<file path="src/rtl/seq_divider.sv">
// Iterative signed divider: restoring shift-subtract, one quotient bit per clock.
// Quotient truncates toward zero; remainder takes the dividend's sign.
module seq_divider #(
  parameter int WIDTH = 32
) (
  input  logic             clk,
  input  logic             reset,
  input  logic             start,
  input  logic [WIDTH-1:0] dividend,
  input  logic [WIDTH-1:0] divisor,
  output logic             busy,
  output logic             done,
  output logic [WIDTH-1:0] quotient,
  output logic [WIDTH-1:0] remainder,
  output logic             div_by_zero
);

  localparam logic [1:0] IDLE = 2'd0;
  localparam logic [1:0] CALC = 2'd1;
  localparam logic [1:0] FIX  = 2'd2;
  localparam logic [1:0] DONE = 2'd3;

  localparam int CW = $clog2(WIDTH + 1);
  localparam logic [CW-1:0] CNT_INIT = CW'(WIDTH);
  localparam logic [CW-1:0] CNT_LAST = CW'(1);

  logic [1:0]       state;
  logic [WIDTH-1:0] r;
  logic [WIDTH-1:0] q;
  logic [WIDTH-1:0] dvsr;
  logic [CW-1:0]    cnt;
  logic             neg_q;
  logic             neg_r;
  logic             zero;

  logic [WIDTH:0]   shifted;
  logic             ge;
  logic [WIDTH-1:0] diff;
  logic [WIDTH-1:0] step_r;
  logic [WIDTH-1:0] step_q;
  logic             div_zero;

  function automatic logic [WIDTH-1:0] mag(input logic [WIDTH-1:0] v);
    return v[WIDTH-1] ? -v : v;
  endfunction

  // shifted is the WIDTH+1 bit partial remainder; after a restoring
  // step it is always below |divisor|, so WIDTH bits of state suffice.
  always_comb begin
    shifted = {r, q[WIDTH-1]};
    ge      = shifted >= {1'b0, dvsr};
    diff    = shifted[WIDTH-1:0] - dvsr;
    step_r  = ge ? diff : shifted[WIDTH-1:0];
    step_q  = {q[WIDTH-2:0], ge};
  end

  assign div_zero = (divisor == '0);
  assign busy     = (state == CALC) || (state == FIX);
  assign done     = (state == DONE);

  always_ff @(posedge clk) begin
    if (reset) begin
      state       <= IDLE;
      r           <= '0;
      q           <= '0;
      dvsr        <= '0;
      cnt         <= '0;
      neg_q       <= 1'b0;
      neg_r       <= 1'b0;
      zero        <= 1'b0;
      quotient    <= '0;
      remainder   <= '0;
      div_by_zero <= 1'b0;
    end else begin
      unique case (state)
        IDLE, DONE: begin
          if (start) begin
            neg_q <= dividend[WIDTH-1] ^ divisor[WIDTH-1];
            neg_r <= dividend[WIDTH-1];
            zero  <= div_zero;
            dvsr  <= mag(divisor);
            // A zero divisor keeps the raw dividend: it is the remainder.
            q     <= div_zero ? dividend : mag(dividend);
            r     <= '0;
            cnt   <= CNT_INIT;
            state <= div_zero ? FIX : CALC;
          end else begin
            state <= IDLE;
          end
        end
        CALC: begin
          r   <= step_r;
          q   <= step_q;
          cnt <= cnt - CNT_LAST;
          if (cnt == CNT_LAST) begin
            state <= FIX;
          end
        end
        FIX: begin
          if (zero) begin
            quotient  <= '1;
            remainder <= q;
          end else begin
            quotient  <= neg_q ? -q : q;
            remainder <= neg_r ? -r : r;
          end
          div_by_zero <= zero;
          state       <= DONE;
        end
        default: begin
          state <= IDLE;
        end
      endcase
    end
  end

endmodule

</file>
<file path="config.mk">
export PLATFORM = sky130hd
export DESIGN_NAME = seq_divider
export DESIGN_NICKNAME = d
export VERILOG_FILES = /design/src/rtl/seq_divider.sv
export SDC_FILE = /design/constraint.sdc
export NUM_CORES = 1
export LEC_CHECK = 0
export ABC_AREA = 1
export CAP_MARGIN = 20
export CORE_MARGIN = 5
export CORE_UTILIZATION = 45
export CTS_CLUSTER_SIZE = 20
export DETAILED_ROUTE_END_ITERATION = 7
export PLACE_DENSITY = 0.69
export RECOVER_POWER = 100
export SLEW_MARGIN = 25
export SYNTH_ARGS = -nofsm -noshare
export SYNTH_HDL_FRONTEND = slang
export SYNTH_SLANG_ARGS = --single-unit
</file>
<file path="constraint.sdc">
create_clock -name clk -period 1.8 [get_ports clk]
set_input_delay 0.54 -clock clk [delete_from_list [all_inputs] [get_ports clk]]
set_output_delay 0.54 -clock clk [all_outputs]
set_load 0.03 [all_outputs]
</file>
==> qor.csv <==
stage,metric,value,unit
die,die_area,33800,um^2
sta,finalSetupViolations,130,
drt,wirelength,56200,um
synth,synth_compound_area_frac,0.166,
synth,syn_area,13600,um^2
global_route,grt_pass1_wl,82300,um
global_route,grt_max_degree,81,
power,ir_worst_vdd,0.943,mV
cells_and_area,drive_above_1_share,0.378,
drt,initialDrtViolationCount,1640,
die,core_area,29800,um^2
global_route,antenna_found_initial,0,
die,die_h,184,um
synth,yosys-mux-area-fraction,0,
synth,ys_types,49,
synth,synth_top_family_by_area,simple AND/OR/NAND/NOR gates,
run_status,status,"finished, violations left",
critical_path,slowest_stage,dfxtp_2,
synth,synth-seq-cells,172,
run_status,violations,setup timing,
sta,clock.fmax,0.476,GHz
power,p_leak,0.0108,uW
die,num_rows,63,
critical_path,cp_max_fo,7,
sta,rsz0062_at_grt,true,
drt,viasPerCell,5.38,
critical_path,ff2ff_setup_slack,-0.30,ns
sta,fin_crit,2.10,ns
power,p_switching,11200,uW
sta,worst_pin_slew,0.583,ns
global_route,grt_overflow,0,
synth,synth_fp_nets,2340,
power,p_per_area,1120,nW/um^2
clock_tree,cts_tree,yes,
drt,firstDrtPassIters,6,
synth,yosys.area_share.simple,0.384,
power,pwr-share-comb,0.609,
sta,drv_slew,0,
clock_tree,cts_buffers,17,
clock_tree,cts_root_buf,clkbuf_16,
clock_tree,cts.sinks,172,
power,pwr-share-seq,0.229,
power,clock_power_share,0.162,
power,internal-power,12800,uW
worst_hold_path,min_to,q[7]$_SDFFE_PP0P_,
die,die_w,184,um
drt,via_count,16991,
synth,avgSynthCellArea,6.10,um^2
cells_and_area,stdcell_area,21500,um^2
clock_tree,holdBufCountCts,0,
power,power,24100,uW
placed_design,dp_hpwl,41100,um
cells_and_area,nNetsFinal,2865,
critical_path,critical-path-max-stage-delay,0.33,ns
placed_design,placed_cells,3047,
drt,drc,0,
placed_design,placed_cell_area,18600,um^2
cells_and_area,num_antenna_cells,0,
cells_and_area,final_cells,3159,
cells_and_area,syn_to_final_growth,57.6,%
critical_path,worstSetupPathType,reg2reg,
critical_path,crit_chain,inv_2 > ha_4 > nand2_1 > nand2_1 > inv_1 > nand2_2 > inv_1 > nand2_2 > nand2_2 > nand2_4 > nor2_8 > nand2_8 > clkbuf_16 > nand2_2 > nand3_2 > a21oi_2,
clock_tree,clkTransAtPathRegs,0.07,ns
synth,yosys.area.top_type,dfxtp_1,
synth,synthArstFlopShare,0,
clock_tree,clockBufferDepth,2,
synth,synth_edf_count,0,
critical_path,required,2.19,ns
cells_and_area,utilization,0.720,
sta,holdWs,0.486,ns
power,sw_frac_of_total,0.467,
critical_path,end_kind,flop,
sta,finClkSkew,0.0150,ns
clock_tree,worstSkewPairLatency,0.46,ns
placed_design,port_buffers,133,
flow_run,cap_violations,0,
sta,period_share,1.17,
sta,hold_violations,0,
clock_tree,cts_max_level,4,
critical_path,rr_worst_depth,16,
die,start_util,0.457,
critical_path,cp_top_family,simple AND/OR/NAND/NOR gates,
drt,post_drt_wl_per_cell,17.8,um
critical_path,reg2reg_to,r[22]$_SDFFE_PP0P_,
die,io_pins,134,
critical_path,worst-path-buf-inv,4,
critical_path,cpMostUsedCell,nand2_2,
synth,synth_top_area_frac,0.253,
synth,ys.flop_type,dfxtp_1,
synth,ys.warnings.count,0,
critical_path,r2r-start,dvsr[24]$_SDFFE_PP0P_,
global_route,grt_pass1_vias,15623,
worst_hold_path,hp-class,in2reg,
synth,netlist_top_cells_area,"dfxtp_1 (25%), nand2_1 (16%), inv_1 (9.4%)",
critical_path,crit_path_start_kind,flop,
placed_design,place.gp.congestion,0.982,
sta,fin_ws,-0.302,ns
synth,synthAdderAreaFrac,0.0391,
synth,ys_seq_area_frac,0.253,
synth,synthCells,2231,
sta,relSlewSlack,0.611,
critical_path,cp.arrival,2.49,ns
synth,synth-xor-area-share,0.0283,
worst_hold_path,whs_path_depth,4,
global_route,track_usage,0.304,
worst_hold_path,hp-start,dividend[7],
drt,ant_nets,0,
flip-flops by register name, summed over array words and instances (netlist names):
register and count:
cnt 6, div_by_zero 1, dvsr 32, neg_q 1, neg_r 1, q 32
quotient 32, r 32, remainder 32, state 2, zero 1
worst register-to-register path, stage by stage (launching register included):
cell,delay (ns)
dfxtp_2,0.33
inv_2,0.10
ha_4,0.23
nand2_1,0.07
nand2_1,0.07
inv_1,0.07
nand2_2,0.07
inv_1,0.07
nand2_2,0.07
nand2_2,0.08
nand2_4,0.07
nor2_8,0.18
nand2_8,0.14
clkbuf_16,0.19
nand2_2,0.07
nand3_2,0.08
a21oi_2,0.14
repair_timing:
| action | in CTS | in global routing |
|---|---|---|
| setup buffers | 35 | 36 |
| cloned | 5 | 9 |
| pin swaps | 90 | 171 |
| setup endpoints to repair | 183 | 159 |
| gates resized for setup | 280 | 382 |
kinds of logic after synthesis:
family	after synthesis
AND/OR/NAND/NOR	1125
buffers and inverters	444
XOR/XNOR	44
AO/OA/AOI/OAI	404
adder cells (fa/ha/maj)	42
flip-flops	172
per-stage QoR:
step / setup WS, ns / TNS (ns)
6_report: -0.302 / -16.76
5_1_grt: -0.371 / -33.21
4_1_cts: -0.280 / -9.24
3_5_place_dp: -0.725 / -51.72
3_3_place_gp: -0.664 / -46.02
2_1_floorplan: -0.0286 / -0.413
per-layer routing:
layer  vias to the layer above  GRT usage  part of all wire  routed length, um
met5                         -          0                 0                  0
met4                         0      0.123             0.048               2680
met3                       137     0.0358             0.064               3590
met2                       717      0.522              0.48              26800
met1                      7893      0.389              0.41              23200
li1                       8244          -                 -                  -
how the worst max path moves through the flow:
| stage | endpoint | slack [ns] | cells after the start | start |
|---|---|---|---|---|
| 5_1_grt | r[22]$_SDFFE_PP0P_ | -0.37 | 15 | r[21]$_SDFFE_PP0P_ |
| 6_report | r[22]$_SDFFE_PP0P_ | -0.30 | 16 | dvsr[24]$_SDFFE_PP0P_ |
| 3_5_place_dp | q[25]$_SDFFE_PP0P_ | -0.73 | 12 | divisor[24] |
| 2_1_floorplan | r[13]$_SDFFE_PP0P_ | -0.03 | 11 | r[21]$_SDFFE_PP0P_ |
| 3_3_place_gp | q[25]$_SDFFE_PP0P_ | -0.66 | 12 | divisor[24] |
| 4_1_cts | r[6]$_SDFFE_PP0P_ | -0.28 | 14 | dvsr[23]$_SDFFE_PP0P_ |
layout make-up:
| cell class | count | area [um^2] |
|---|---|---|
| clock buffer | 18 | 439 |
| tap | 390 | 488 |
| inverter | 361 | 1400 |
| timing repair buffer | 589 | 5220 |
| multi-input combinational | 1615 | 10200 |
| clock inverter | 14 | 159 |
| fill | 2459 | 8340 |
| sequential | 172 | 3530 |
synthesized netlist by cell type, types with 5 or more instances:
| cell type | n |
|---|---|
| a22oi_1 | 6 |
| o211ai_1 | 6 |
| or2_2 | 7 |
| ha_1 | 41 |
| dfxtp_1 | 172 |
| inv_1 | 341 |
| inv_2 | 20 |
| nand2_2 | 28 |
| nand3_1 | 188 |
| nand3b_1 | 9 |
| nor2_2 | 14 |
| a31oi_1 | 41 |
| a21oi_1 | 150 |
| nor2_4 | 6 |
| o221ai_1 | 5 |
| nor3_1 | 24 |
| o21ai_1 | 8 |
| nor2_1 | 181 |
| and2_1 | 8 |
| a21oi_2 | 22 |
| xor2_1 | 28 |
| buf_2 | 12 |
| clkbuf_1 | 54 |
| buf_6 | 10 |
| nand4_1 | 22 |
| nand2_1 | 570 |
| xnor2_1 | 16 |
| nand3_2 | 51 |
| o21ai_0 | 150 |
power groups by stage:
stage	clock network (uW)	registers, uW	logic, uW
after floorplan	0	5790	6630
after global placement	0	5470	12100
after detailed placement	0	5480	12300
after CTS	3900	5430	12800
after global routing	4070	5570	15800
final	3910	5510	14700
layout by cell type (no fill, tap or decap), types with 15 or more instances in the layout:
cell type	Yosys	final
buf_4	3	388
nor2_2	14	31
o21ai_0	150	112
inv_2	20	61
dfxtp_2	0	40
clkbuf_16	0	25
buf_6	10	30
nor2_4	6	32
clkdlybuf4s15_1	0	20
clkdlybuf4s50_1	0	15
xor2_1	28	27
a31oi_1	41	40
buf_12	0	19
dfxtp_1	172	123
nand2_1	570	471
nand4_1	22	22
nand2_4	3	47
nand3_1	188	144
nand2_2	28	82
dlygate4sd2_1	0	55
ha_4	0	35
inv_1	341	285
nand3_2	51	81
dlymetal6s2s_1	0	28
a21oi_1	150	122
o21ai_1	8	40
nor2_1	181	138
a21oi_2	22	48
Power figures use the tool's default switching activity.
